`src/rtl/stopwatch_pkg.sv`:
```
// Shared types, constants and the 7-segment decoder for the BCD stopwatch.
package stopwatch_pkg;

  typedef enum logic [1:0] {
    OFF     = 2'd0,
    STOPPED = 2'd1,
    RUNNING = 2'd2,
    HOLD    = 2'd3
  } sw_state_t;

  typedef logic [3:0] bcd_t;

  localparam int unsigned SEG_W     = 7;
  localparam logic [6:0]  SEG_BLANK = 7'b1111111;

  // Active-low gfedcba pattern; anything outside 0..9 blanks the digit.
  function automatic logic [6:0] bcd_to_seg7(input bcd_t d);
    logic [6:0] s;
    case (d)
      4'd0:    s = 7'b1000000;
      4'd1:    s = 7'b1111001;
      4'd2:    s = 7'b0100100;
      4'd3:    s = 7'b0110000;
      4'd4:    s = 7'b0011001;
      4'd5:    s = 7'b0010010;
      4'd6:    s = 7'b0000010;
      4'd7:    s = 7'b1111000;
      4'd8:    s = 7'b0000000;
      4'd9:    s = 7'b0010000;
      default: s = SEG_BLANK;
    endcase
    return s;
  endfunction

endpackage

```
`src/rtl/btn_sync_edge.sv`:
```
// Synchronises an active-low push-button and emits a one-cycle pulse on its falling edge.
module btn_sync_edge #(
  parameter int unsigned SYNC_STAGES = 2
) (
  input  logic clk,
  input  logic rst_n,
  input  logic i_btn_n,
  output logic o_fall
);

  logic [SYNC_STAGES-1:0] r_sync;
  logic                   r_prev;
  logic                   r_fall;

  // Reset to the released level so leaving reset never looks like a press.
  always_ff @(posedge clk or negedge rst_n) begin
    if (!rst_n) begin
      r_sync <= '1;
      r_prev <= 1'b1;
      r_fall <= 1'b0;
    end else begin
      r_sync <= {r_sync[SYNC_STAGES-2:0], i_btn_n};
      r_prev <= r_sync[SYNC_STAGES-1];
      r_fall <= r_prev & ~r_sync[SYNC_STAGES-1];
    end
  end

  assign o_fall = r_fall;

endmodule

```
`src/rtl/stopwatch_bcd_n.sv`:
```
// N-digit BCD stopwatch with button-driven control FSM and active-low 7-segment outputs.
// Optional feature: define SW_AUTOSTOP_EN to freeze at all-9s instead of wrapping.
module stopwatch_bcd_n
  import stopwatch_pkg::*;
#(
  parameter int unsigned N_DIGITS    = 4,
  parameter int unsigned CLK_HZ      = 50_000_000,
  parameter int unsigned TICK_HZ     = 10,
  parameter int unsigned DP_DIGIT    = 1,
  parameter int unsigned SYNC_STAGES = 2
) (
  input  logic                  clk,
  input  logic                  rst_n,
  input  logic                  btn_start_n,
  input  logic                  btn_reset_n,
  input  logic                  btn_run_n,
  input  logic                  btn_hold_n,
  input  logic                  btn_stop_n,
  output logic [7*N_DIGITS-1:0] seg_n,
  output logic [N_DIGITS-1:0]   dp_n,
  output logic [1:0]            state_o
);

  localparam int unsigned TC    = CLK_HZ / TICK_HZ - 1;
  localparam int unsigned DIV_W = (TC > 0) ? $clog2(TC + 1) : 1;

`ifdef SW_AUTOSTOP_EN
  localparam bit AUTOSTOP = 1'b1;
`else
  localparam bit AUTOSTOP = 1'b0;
`endif

  sw_state_t                 r_state;
  bcd_t [N_DIGITS-1:0]       r_digit;
  bcd_t [N_DIGITS-1:0]       r_held;
  logic [DIV_W-1:0]          r_div;

  logic [4:0]                w_btn_n;
  logic [4:0]                w_ev;
  logic                      w_stop, w_rst, w_run, w_hold, w_start;
  logic                      w_active, w_tick, w_all9, w_autostop, w_run_ok;
  logic [N_DIGITS-1:0]       w_carry;
  logic [N_DIGITS-1:0]       w_nine;
  bcd_t [N_DIGITS-1:0]       w_digit_inc;

  assign w_btn_n = {btn_stop_n, btn_reset_n, btn_run_n, btn_hold_n, btn_start_n};

  for (genvar b = 0; b < 5; b++) begin : g_btn
    btn_sync_edge #(.SYNC_STAGES(SYNC_STAGES)) u_sync (
      .clk     (clk),
      .rst_n   (rst_n),
      .i_btn_n (w_btn_n[b]),
      .o_fall  (w_ev[b])
    );
  end

  // Strict priority: stop > reset > run > hold > start; only the winner acts.
  assign w_stop  = w_ev[4];
  assign w_rst   = w_ev[3] & ~w_ev[4];
  assign w_run   = w_ev[2] & ~(|w_ev[4:3]);
  assign w_hold  = w_ev[1] & ~(|w_ev[4:2]);
  assign w_start = w_ev[0] & ~(|w_ev[4:1]);

  assign w_active   = (r_state == RUNNING) || (r_state == HOLD);
  assign w_tick     = w_active && (r_div == DIV_W'(TC));
  assign w_all9     = &w_nine;
  assign w_autostop = AUTOSTOP && w_tick && w_all9;
  assign w_run_ok   = !(AUTOSTOP && w_all9);

  // Ripple carry: a digit advances only when every lower digit is 9.
  for (genvar i = 0; i < N_DIGITS; i++) begin : g_digit
    assign w_nine[i] = (r_digit[i] == 4'd9);
    if (i == 0) begin : g_lsd
      assign w_carry[i] = w_tick;
    end else begin : g_upper
      assign w_carry[i] = w_carry[i-1] & w_nine[i-1];
    end
    assign w_digit_inc[i] = !w_carry[i] ? r_digit[i] :
                            (w_nine[i] ? 4'd0 : r_digit[i] + 4'd1);
  end

  // Control FSM with divider and digit registers; later assignments take precedence.
  always_ff @(posedge clk or negedge rst_n) begin
    if (!rst_n) begin
      r_state <= OFF;
      r_digit <= '0;
      r_held  <= '0;
      r_div   <= '0;
    end else begin
      if (w_active) begin
        r_div <= w_tick ? '0 : r_div + DIV_W'(1);
      end
      if (w_tick && !w_autostop) begin
        r_digit <= w_digit_inc;
      end
      case (r_state)
        OFF: begin
          if (w_start) r_state <= STOPPED;
        end
        STOPPED: begin
          if (w_stop)                  r_state <= OFF;
          else if (w_rst)              r_digit <= '0;
          else if (w_run && w_run_ok)  r_state <= RUNNING;
        end
        RUNNING: begin
          if (w_stop) begin
            r_state <= OFF;
          end else if (w_rst) begin
            r_digit <= '0;
            r_div   <= '0;
            r_state <= STOPPED;
          end else if (w_hold) begin
            r_held  <= r_digit;
            r_state <= HOLD;
          end
        end
        HOLD: begin
          if (w_stop) begin
            r_state <= OFF;
          end else if (w_rst) begin
            r_digit <= '0;
            r_div   <= '0;
            r_state <= STOPPED;
          end else if (w_run && w_run_ok) begin
            r_state <= RUNNING;
          end else if (w_hold) begin
            r_held  <= r_digit;
          end
        end
        default: r_state <= OFF;
      endcase
      if (w_autostop && !w_stop && !w_rst) begin
        r_state <= STOPPED;
      end
    end
  end

  // Display decode from registered state and digit sources.
  for (genvar i = 0; i < N_DIGITS; i++) begin : g_seg
    bcd_t w_src;
    assign w_src = (r_state == HOLD) ? r_held[i] : r_digit[i];
    assign seg_n[SEG_W*i +: SEG_W] = (r_state == OFF) ? SEG_BLANK : bcd_to_seg7(w_src);
  end

  always_comb begin
    dp_n           = '1;
    dp_n[DP_DIGIT] = (r_state == OFF);
  end

  assign state_o = 2'(r_state);

endmodule
```
`config.mk`:
```
export PLATFORM = sky130hd
export DESIGN_NAME = stopwatch_bcd_n
export DESIGN_NICKNAME = d
export VERILOG_FILES = /design/src/rtl/stopwatch_pkg.sv /design/src/rtl/btn_sync_edge.sv /design/src/rtl/stopwatch_bcd_n.sv
export SDC_FILE = /design/constraint.sdc
export NUM_CORES = 1
export LEC_CHECK = 0
export ABC_AREA = 1
export CAP_MARGIN = 25
export CORE_MARGIN = 2
export CORE_UTILIZATION = 41
export CTS_CLUSTER_DIAMETER = 150
export CTS_CLUSTER_SIZE = 14
export DETAILED_ROUTE_END_ITERATION = 6
export PLACE_DENSITY = 0.66
export SLEW_MARGIN = 30
export SYNTH_ARGS = -nofsm -noshare
export SYNTH_HDL_FRONTEND = slang
export SYNTH_SLANG_ARGS = --single-unit
```
`constraint.sdc`:
```
create_clock -name clk -period 2.1 [get_ports clk]
set_input_delay 0.63 -clock clk [delete_from_list [all_inputs] [get_ports clk]]
set_output_delay 0.63 -clock clk [all_outputs]
set_load 0.02 [all_outputs]
```
==> impl_results.md <==
- Status: complete, but fails checks
- Failing checks: negative setup slack
- Type of the most critical hold path: in -> async
- Synthesized cell area: 4630 um2
- Global routing usage on met1: 24.0%
- Met2 usage: 32.4%
- Via count: 4326
- Cell family with most CP delay: simple AND/OR/NAND/NOR gates
- Part of the cycle the worst path needs: 129%
- Final Hold Viols: 0
- Largest net degree at the start of global routing: 36
- WL/cell: 12.9 um
- Netlist cell types: 38
- Most Used Layer, Global Route: met2
- Number of DRC violations after detailed-routing iteration 0: 182
- FF+latch area: 1950 um2
- Vias per cell: 4.92
- Minimum hold slack: 214 ps
- Met3 usage: 3.35%
- Htree depth: 3
- Post-synthesis instance total: 600
- Vias in the first global route: 4128
- Crit path largest cell delay: 410 ps
- Gr ovfl total: 0
- Num CTS Buffers: 9
- RePlAce Congestion: 0.918
- Die Wd: 110 um
- Layout cells sized above 1: 40.2%
- Total Die Area: 12100 um2
- R2R Setup Slk: 240 ps
- Post-synth EDFFs: 0
- Clk slew on worst S/H paths: 60 ps
- Crit path DAT: 2080 ps
- Lkg Pwr: 3.18 nW
- Layout Skew: 7.68 ps
- FF-to-FF End: r_div[18]
- HPWL Detailed: 7860 um
- Post-DP Area: 5920 um2
- Async SR Flop Fraction: 100%
- PwrDens: 978 nW/um2
- Cell area after layout: 6690 um2
- Core footprint: 10900 um2
- FP Rows: 38
- Antenna violations before repair: 0
- Tmin final: 2710 ps
- Final WS setup: -606 ps
- Tot GR Track Use: 19.0%
- Io pins: 41
- Crit Path Max Fanout: 6
- CTS Root Cell: clkbuf_16
- Nets: 762
- Synth top area cells: dfrtp_1 34%, nand2_1 11%, dfstp_2 8.5%
- Cts hold-fix bufs: 0
- Synth top area share: 33.5%
- Max_cap viols: 0
- Port Buffers: 37
- Most common cell in the netlist: nand2_1
- Layout overhead on the synthesized area: 44.5%
- Drt first pass iters: 4
- Initial core utilization: 42.3%
- Fillers: 922
- Seq/Total Area, Yosys: 42.1%
- Worst path buffer plus inverter count: 3
- Final WL: 11400 um
- Final count of pins violating max slew: 0
- Setup TNS: -13590 ps
- List of most frequent post-synthesis cells: 138 x nand2_1, 72 x nor2_1, 67 x inv_1, 62 x dfrtp_1, 33 x nand3_1
- Clk buf depth: 2
- Design Power: 0.00654 W
- Startpoint types: flop
- CTS tree: yes
- DRC Markers: 0
- Kind of critical path: reg -> out
- CTS sink cnt: 77
- Most common flop cell mapped by yosys: dfrtp_1
- Syn. warnings: 0
- VDD IR max: 0.000838 V
- RSZ-0062 raised after global routing: true
- Area leader, netlist: dfrtp_1
- Final setup fails: 28
- Critical Path End Type: output pin
- Multi-input gate area: 2730 um2
- Fmax: 0.370 GHz
- Worst EP required: 1470 ps
- Synthesized flop and latch total: 77
- Clock latency reported for the late side of the worst-skew pair: 330 ps
- CP max stage cell: dfrtp_2
- R2R Path Start: r_div[0]
- Syn Area/Cell: 7.71 um2
- Die height: 110 um
- Worst-path cell chain: nand2_8 -> clkbuf_16 -> o21ai_4 -> inv_2 -> ha_4 -> or2_4 -> o211ai_1 -> nand2_2 -> buf_6
- N_diodes: 0
- Worst r2r path cells: 8
- Global-route wire length before repair: 18200 um
- Final ANT Viol Nets: 0
==> what timing repair did <==
item / 4_1_cts / 5_1_grt
gates resized for setup: 135 / 69
pin swaps: 7 / 17
gates cloned: 0 / 2
setup buffers: 9 / 19
setup endpoints to repair: 31 / 29
==> final cells by class <==
cell class	instances	share of cell area, %
Multi-Input combinational cell	426	40.8
Sequential cell	77	29.1
Timing Repair Buffer	136	18.3
Inverter	84	4.72
Clock buffer	11	3.48
Tap cell	140	2.62
Clock inverter	5	0.880
==> placed cells by master (no fill, tap or decap), types with 5 or more instances in the layout <==
cell type	netlist	final
nand2_1	138	102
buf_4	7	86
nor2_1	72	70
dfrtp_1	62	60
inv_1	67	58
nand2_2	3	34
buf_6	0	28
nand3_1	33	26
inv_2	16	25
a21oi_1	25	24
o21ai_4	0	16
o21ai_0	17	16
o21a_1	16	16
dfstp_2	15	15
clkbuf_16	0	11
nand4_1	10	10
ha_1	21	10
nor2_2	7	9
nand3_2	1	8
o21ai_1	19	8
o21ai_2	12	8
nor3_1	7	7
buf_2	8	7
ha_2	0	6
o211ai_1	5	5
xor2_1	5	5
nor3_2	5	5
ha_4	0	5
clkdlybuf4s50_1	0	5
buf_12	0	5
==> logic make-up (layout without fill, tap and decap cells) <==
| family | count (synthesis) | in the layout | share of synthesized area [%] |
|---|---|---|---|
| adders and majority gates | 21 | 21 | 5.68 |
| buffers and inverters | 99 | 236 | 8.82 |
| AOI/OAI and AO/OA | 104 | 104 | 14.1 |
| xor gates and xnor gates | 5 | 5 | 0.947 |
| other | 1 | 3 | 0.0811 |
| and+or+nand+nor | 293 | 293 | 28.3 |
| DFF | 77 | 77 | 42.1 |
==> layer usage <==
| metal | routed length (um) | vias to the layer above | share of wire (%) |
|---|---|---|---|
| met1 | 5020 | 2029 | 44 |
| met2 | 5700 | 81 | 50 |
| met4 | 244 | 0 | 2.1 |
| met3 | 397 | 23 | 3.5 |
| met5 | 0 | - | 0 |
| li1 | - | 2193 | - |
==> where the power goes <==
| part | internal [W] | switching, W | total (W) | leakage (nW) |
|---|---|---|---|---|
| logic | 0.00149 | 0.00162 | 0.00310 | 2.05 |
| registers | 0.00170 | 0.000218 | 0.00192 | 0.993 |
| clock network | 0.000922 | 0.000593 | 0.00152 | 0.136 |
| total | 0.00411 | 0.00243 | 0.00654 | 3.18 |
==> registers in the layout, indices dropped and copies added (netlist names) <==
signal,count
r_div,23
r_digit,16
g_btn.u_sync.r_sync,10
g_btn.u_sync.r_prev,5
r_held,16
state_o,2
g_btn.u_sync.o_fall,5
==> worst max path at each step <==
stage          startpoint         to  slack, ps  depth (start not counted)
2_1_floorplan  state_o[0]  seg_n[13]       -110                          8
3_3_place_gp   state_o[0]  seg_n[11]       -520                          9
3_5_place_dp   state_o[0]  seg_n[11]       -560                          9
4_1_cts        state_o[0]   seg_n[8]       -580                          9
5_1_grt        state_o[0]  seg_n[27]       -670                          9
6_report       state_o[1]  seg_n[27]       -610                          9
==> through the flow <==
stage / util, % / cells / worst slack [ps]
after floorplan: - / 602 / -114
after global placement: 54.1 / 833 / -525
after detailed placement: 54.1 / 833 / -563
after CTS: 57.1 / 858 / -577
after global routing: 61.1 / 879 / -674
final: 61.1 / 879 / -606
No activity file was read; power rests on OpenSTA's default activity.
